===== config.mk =====
export PLATFORM = sky130hd
export DESIGN_NAME = motor_pattern_sequencer
export DESIGN_NICKNAME = d
export VERILOG_FILES = /design/src/rtl/motor_pattern_sequencer.sv
export SDC_FILE = /design/constraint.sdc
export NUM_CORES = 2
export LEC_CHECK = 0
export BUFFER_PORTS_ARGS = -buffer_cell sky130_fd_sc_hd__buf_2
export CORE_UTILIZATION = 50
export DETAILED_ROUTE_END_ITERATION = 7
export MAX_ROUTING_LAYER = met4
export PLACE_DENSITY = 0.68
export SLEW_MARGIN = 20
export SYNTH_ARGS = -nofsm -noshare
export SYNTH_HDL_FRONTEND = slang
export SYNTH_SLANG_ARGS = --single-unit

===== constraint.sdc =====
create_clock -name clock -period 5.79 [get_ports clock]
set_input_delay 0.2895 -clock clock [delete_from_list [all_inputs] [get_ports clock]]
set_output_delay 0.2895 -clock clock [all_outputs]
set_load 0.02 [all_outputs]

===== src/rtl/motor_pattern_sequencer.sv =====
// Step-table playback engine for the H-bridge driver array.
// Plays stored multi-channel drive steps with per-channel dead time on reversal.
module motor_pattern_sequencer #(
  parameter int NUM_CHANNELS = 16,
  parameter int STEP_DEPTH   = 64,
  parameter int STEP_ADDR_W  = 6,
  parameter int DUR_W        = 16,
  parameter int LOOP_W       = 8,
  parameter int DEADTIME     = 4
) (
  input  logic                      clock,
  input  logic                      reset,
  input  logic                      wr_valid,
  output logic                      wr_ready,
  input  logic [STEP_ADDR_W-1:0]    wr_addr,
  input  logic [2*NUM_CHANNELS-1:0] wr_pattern,
  input  logic [DUR_W-1:0]          wr_duration,
  input  logic                      wr_last,
  input  logic [1:0]                cfg_mode,
  input  logic [LOOP_W-1:0]         cfg_loops,
  input  logic                      start,
  input  logic                      stop,
  output logic [2*NUM_CHANNELS-1:0] driver_io,
  output logic                      busy,
  output logic [STEP_ADDR_W-1:0]    step_index,
  output logic                      sequence_done
);
  localparam int PW    = 2 * NUM_CHANNELS;
  localparam int MEM_N = 1 << STEP_ADDR_W;
  localparam int DT_W  = $clog2(DEADTIME + 1);
  localparam logic [STEP_ADDR_W:0]   DEPTH_L   = (STEP_ADDR_W + 1)'(STEP_DEPTH);
  localparam logic [STEP_ADDR_W-1:0] LAST_ADDR = STEP_ADDR_W'(STEP_DEPTH - 1);
  localparam logic [DT_W-1:0]        DT_LOAD   = DT_W'(DEADTIME - 1);

  typedef enum logic [1:0] {IDLE, FETCH, RUN, DONE} state_t;

  state_t                          state;
  logic [PW-1:0]                   pat_mem [MEM_N];
  logic [DUR_W-1:0]                dur_mem [MEM_N];
  logic [MEM_N-1:0]                last_mem;

  logic [1:0]                      mode_q;
  logic [LOOP_W-1:0]               loops_q;
  logic [LOOP_W-1:0]               pass_cnt;
  logic [STEP_ADDR_W-1:0]          cur_addr;
  logic [PW-1:0]                   cur_pat;
  logic                            cur_last;
  logic [DUR_W-1:0]                remain;
  logic [NUM_CHANNELS-1:0][DT_W-1:0] dt_left;

  logic                            pass_end, finish;
  logic [LOOP_W-1:0]               loop_tgt;
  logic [STEP_ADDR_W-1:0]          nxt_addr, ld_addr;
  logic [PW-1:0]                   ld_pat, old_pat, ld_drv, hold_drv;
  logic [DUR_W-1:0]                ld_dur, ld_rem;
  logic                            ld_last;
  logic [NUM_CHANNELS-1:0][DT_W-1:0] ld_dt, hold_dt;
  logic                            dt_need;

  assign wr_ready   = (state == IDLE);
  assign busy       = (state != IDLE);
  assign step_index = cur_addr;

  always_ff @(posedge clock) begin
    if (wr_valid && wr_ready && ({1'b0, wr_addr} < DEPTH_L)) begin
      pat_mem[wr_addr]  <= wr_pattern;
      dur_mem[wr_addr]  <= wr_duration;
      last_mem[wr_addr] <= wr_last;
    end
  end

  // Next step is read combinationally so it can be loaded on the terminal cycle.
  always_comb begin
    pass_end = cur_last || (cur_addr == LAST_ADDR);
    loop_tgt = (loops_q == '0) ? LOOP_W'(1) : loops_q;
    finish   = 1'b0;
    nxt_addr = cur_addr + 1'b1;
    if (pass_end) begin
      nxt_addr = '0;
      case (mode_q)
        2'b01:   finish = (({1'b0, pass_cnt} + 1'b1) == {1'b0, loop_tgt});
        2'b10:   finish = 1'b0;
        default: finish = 1'b1;
      endcase
    end
    ld_addr = (state == RUN) ? nxt_addr : '0;
    ld_pat  = pat_mem[ld_addr];
    ld_dur  = dur_mem[ld_addr];
    ld_last = last_mem[ld_addr];
    ld_rem  = (ld_dur == '0) ? '0 : ld_dur - 1'b1;
    old_pat = (state == RUN) ? cur_pat : '0;
    ld_drv  = '0;
    hold_drv = '0;
    ld_dt   = '0;
    hold_dt = '0;
    dt_need = 1'b0;
    for (int i = 0; i < NUM_CHANNELS; i++) begin
      dt_need = (ld_pat[2*i +: 2] != 2'b00) && (old_pat[2*i +: 2] != 2'b00) &&
                (ld_pat[2*i +: 2] != old_pat[2*i +: 2]);
      ld_dt[i]          = dt_need ? DT_LOAD : '0;
      ld_drv[2*i +: 2]  = dt_need ? 2'b00 : ld_pat[2*i +: 2];
      hold_dt[i]        = (dt_left[i] != '0) ? dt_left[i] - 1'b1 : '0;
      hold_drv[2*i +: 2] = (dt_left[i] != '0) ? 2'b00 : cur_pat[2*i +: 2];
    end
  end

  always_ff @(posedge clock) begin
    if (reset) begin
      state         <= IDLE;
      driver_io     <= '0;
      sequence_done <= 1'b0;
      mode_q        <= '0;
      loops_q       <= '0;
      pass_cnt      <= '0;
      cur_addr      <= '0;
      cur_pat       <= '0;
      cur_last      <= 1'b0;
      remain        <= '0;
      dt_left       <= '0;
    end else begin
      sequence_done <= 1'b0;
      case (state)
        IDLE: begin
          if (start && !stop) begin
            mode_q   <= cfg_mode;
            loops_q  <= cfg_loops;
            pass_cnt <= '0;
            cur_addr <= '0;
            state    <= FETCH;
          end
        end
        FETCH, RUN: begin
          if (stop || (state == RUN && remain == '0 && finish)) begin
            driver_io     <= '0;
            sequence_done <= 1'b1;
            state         <= DONE;
          end else if (state == FETCH || remain == '0) begin
            if (state == RUN && pass_end && mode_q == 2'b01) pass_cnt <= pass_cnt + 1'b1;
            cur_addr  <= ld_addr;
            cur_pat   <= ld_pat;
            cur_last  <= ld_last;
            remain    <= ld_rem;
            dt_left   <= ld_dt;
            driver_io <= ld_drv;
            state     <= RUN;
          end else begin
            remain    <= remain - 1'b1;
            dt_left   <= hold_dt;
            driver_io <= hold_drv;
          end
        end
        default: state <= IDLE;
      endcase
    end
  end
endmodule


==> metrics.md <==
| Metric | Value |
|---|---|
| Gate power share | `18.9%` |
| Top post-synthesis cells by area | `edfxtp_1, mux4_2, mux2i_1, dfxtp_1, nand2_1` |
| Crit end category | `flop` |
| Die W | `515 um` |
| P_sw | `16.6 mW` |
| Post-CTS setup buffers | `0` |
| Final Setup Violations | `0` |
| Pwr Density | `398 nW/um2` |
| Clock buffer count from CTS | `339` |
| Largest net degree at the start of global routing | `141` |
| Yosys warning total | `0` |
| Max-slew headroom | `22.4%` |
| Max Freq | `182 MHz` |
| GP Congestion | `0.966` |
| Total GRT Usage | `31.3%` |
| Measured slew at the worst slew-check pin | `1160 ps` |
| Mapped Nets | `8,129` |
| Synth area leader | `edfxtp_1` |
| Num rows | `187` |
| Sequential power share | `45.2%` |
| Net Sw Frac | `28.0%` |
| Initial cell density of the core | `50.4%` |
| Synth unique cells | `96` |
| Critical Path AT | `6270 ps` |
| RSZ-0062 raised after global routing | `false` |
| Final-report max-slew violation count | `0` |
| Final core utilization | `57.2%` |
| Core area | `260,000 um2` |
| Post-synth EDFFs | `3,136` |
| Drt wl/cell | `33.9 um` |
| ANT nets after route | `0` |
| Vias/cell | `6.72` |
| Leak | `49.1 nW` |
| CTS tree | `yes` |
| IO Count | `111` |
| Root Buffer | `clkbuf_16` |
| Tmin final | `5480 ps` |
| Min-delay worst type | `input port to flop` |
| Most common cell on crit path | `buf_4` |
| Hpwl dp | `222,000 um` |
| Clk pin slew, worst setup/hold paths | `60 ps` |
| Critical path startpoint category | `flop` |
| WS Path Type | `flop to flop` |
| Clock Power Share | `35.9%` |
| Post-route setup TNS | `0 ps` |
| CP max-delay cell | `nor4_1` |
| Vias in the first global route | `76,900` |
| Initial antenna violation count | `24` |
| CTS H-tree lvls | `5` |
| Detailed-route via count | `80,900` |
| Post-Synthesis Cells | `8,051` |
| Max-cap violations | `0` |
| Pint | `42.7 mW` |
| Final critical-path share of the clock period | `94.7%` |
| Failing checks | `negative hold slack` |
| CTS max path bufs | `4` |
| Avg Cell Area, Syn | `16.3 um2` |
| CTS Hold Bufs | `24` |
| CP Cell Sequence | `inv_1 -> ha_1 -> nand2b_1 -> buf_4 -> nor2_4 -> buf_4 -> o21ai_0 -> o22ai_1 -> nor4_1 -> nor4_1 -> buf_4 -> nor4_2 -> buf_4 -> nand3_2 -> o41ai_4 -> buf_4 -> o221a_1 -> a211oi_1` |
| DIE AREA | `265,000 um2` |
| VDD IR max | `0.000706 V` |
| Router iterations before antenna repair | `8` |
| Hold_ws | `-12.9 ps` |
| Grt total ovfl | `0` |
| Port Buffers | `110` |
| Top FF cell, synth | `edfxtp_1` |
| CP Data Required Time | `6580 ps` |
| Seq/Total Area, Yosys | `74.1%` |
| Fraction of layout cells with a size suffix above 1 | `16.1%` |
| WL final | `408,000 um` |
| Final Hold Vio Count | `8` |
| First-pass GRT wire length | `571,000 um` |
| Die Y-Extent | `515 um` |
| Top post-synthesis cells by count | `edfxtp_1, nand2_1, mux2i_1, nor2_1, clkbuf_1` |
| Layout area overhead | `13.4%` |
| CTS resizes | `0` |
| Drt drc | `0` |
| Skew-Pair Late Insertion Delay | `930 ps` |
| Cell area after synthesis | `131,000 um2` |
| Total Nets Final | `8,328` |
| Clk sinks | `3,292` |
| Post-synth ARST share | `0%` |
| DRT iter0 DRCs | `13,200` |
| Clock Skew | `63.6 ps` |
| Status | `finished, violations left` |
| Worst-path fanout max | `55` |
| Seq cells post-synth | `3,292` |
| Yosys top cell area share | `71.7%` |
| Max incr delay on CP | `760 ps` |
| Count leader, synth | `edfxtp_1` |
[per-layer routing]
layer | track usage [%] | vias up | routed length [um]
met5 | - | - | 0
met4 | 13.0 | 0 | 19800
met3 | 8.35 | 1128 | 55700
met2 | 45.7 | 5715 | 182000
met1 | 41.5 | 41300 | 150000
li1 | - | 32800 | -
[area by class of cell]
cell class | instances | area, um2
Antenna cell | 21 | 52.6
Clock buffer | 428 | 9000
Clock inverter | 176 | 1650
Fill cell | 19300 | 111000
Inverter | 27 | 106
Multi-Input combinational cell | 4145 | 32100
Sequential cell | 3292 | 97300
Tap cell | 3496 | 4370
Timing Repair Buffer | 445 | 4390
[per-stage QoR]
stage               instances  setup WS (ps)  cell area [um2]  power (mW)  hold WS [ps]
floorplan                8051           1090           131000        34.8           388
global placement        11400            684           138000        37.9           451
detailed placement      11400            610           138000        38.2           453
CTS                     12000            561           149000        59.1          45.4
global route            12000            251           149000        60.9          1.13
finish                  12000            306           149000        59.3         -12.9
[cells in the final DEF (no fill, tap or decap), drive strengths merged, types with 201 or more instances in the layout]
master	netlist	routed
mux4	239	239
nor2	322	322
edfxtp	3136	3136
nand3	215	215
clkbuf	309	428
mux2i	391	391
a311oi	201	201
nand2	792	792
a211oi	279	279
buf	278	408
[power groups by stage]
stage | clock (mW) | combinational [mW] | sequential, mW
finish | 21.3 | 11.2 | 26.8
global route | 22.3 | 11.9 | 26.8
CTS | 21.4 | 11.0 | 26.8
detailed placement | 0 | 10.9 | 27.3
global placement | 0 | 10.7 | 27.2
floorplan | 0 | 7.62 | 27.2
[critical path: cells and delay by family (launching register included)]
kind,cells,cell delay (ps)
and+or+nand+nor,6,1870
buffers and inverters,6,1750
AOI/OAI and AO/OA,5,900
adders and majority gates,1,500
DFF,1,350
[cell families (layout without fill, tap and decap cells)]
family / count (synthesis) / count (layout) / synth area share, %
AND/OR/NAND/NOR: 1671 / 1671 / 5.66
flip-flops: 3292 / 3292 / 74.1
adder cells (fa/ha/maj): 8 / 8 / 0.0762
other: 0 / 21 / 0
multiplexers: 770 / 770 / 8.28
XOR/XNOR: 48 / 48 / 0.330
buffers and inverters: 614 / 1076 / 2.11
AO/OA/AOI/OAI: 1648 / 1648 / 9.49
[registers in the layout, indices dropped and copies added, names as in the netlist]
register	flops
pat_mem	2048
step_index	6
last_mem	64
cur_pat	32
loops_q	8
state	2
dur_mem	1024
pass_cnt	8
driver_io	32
dt_left	48
cur_last	1
sequence_done	1
remain	16
mode_q	2
[worst paths after layout]
path	from	to	slack, ps	cells past startpoint
worst min-delay path	wr_duration[3]	dur_mem[34][3]	-10	1
worst min register to register	driver_io[28]	driver_io[28]	470	1
worst max register to register	state[0]	remain[1]	310	18
worst max-delay path	state[0]	remain[1]	310	18
(Power assumes the default switching activity.)
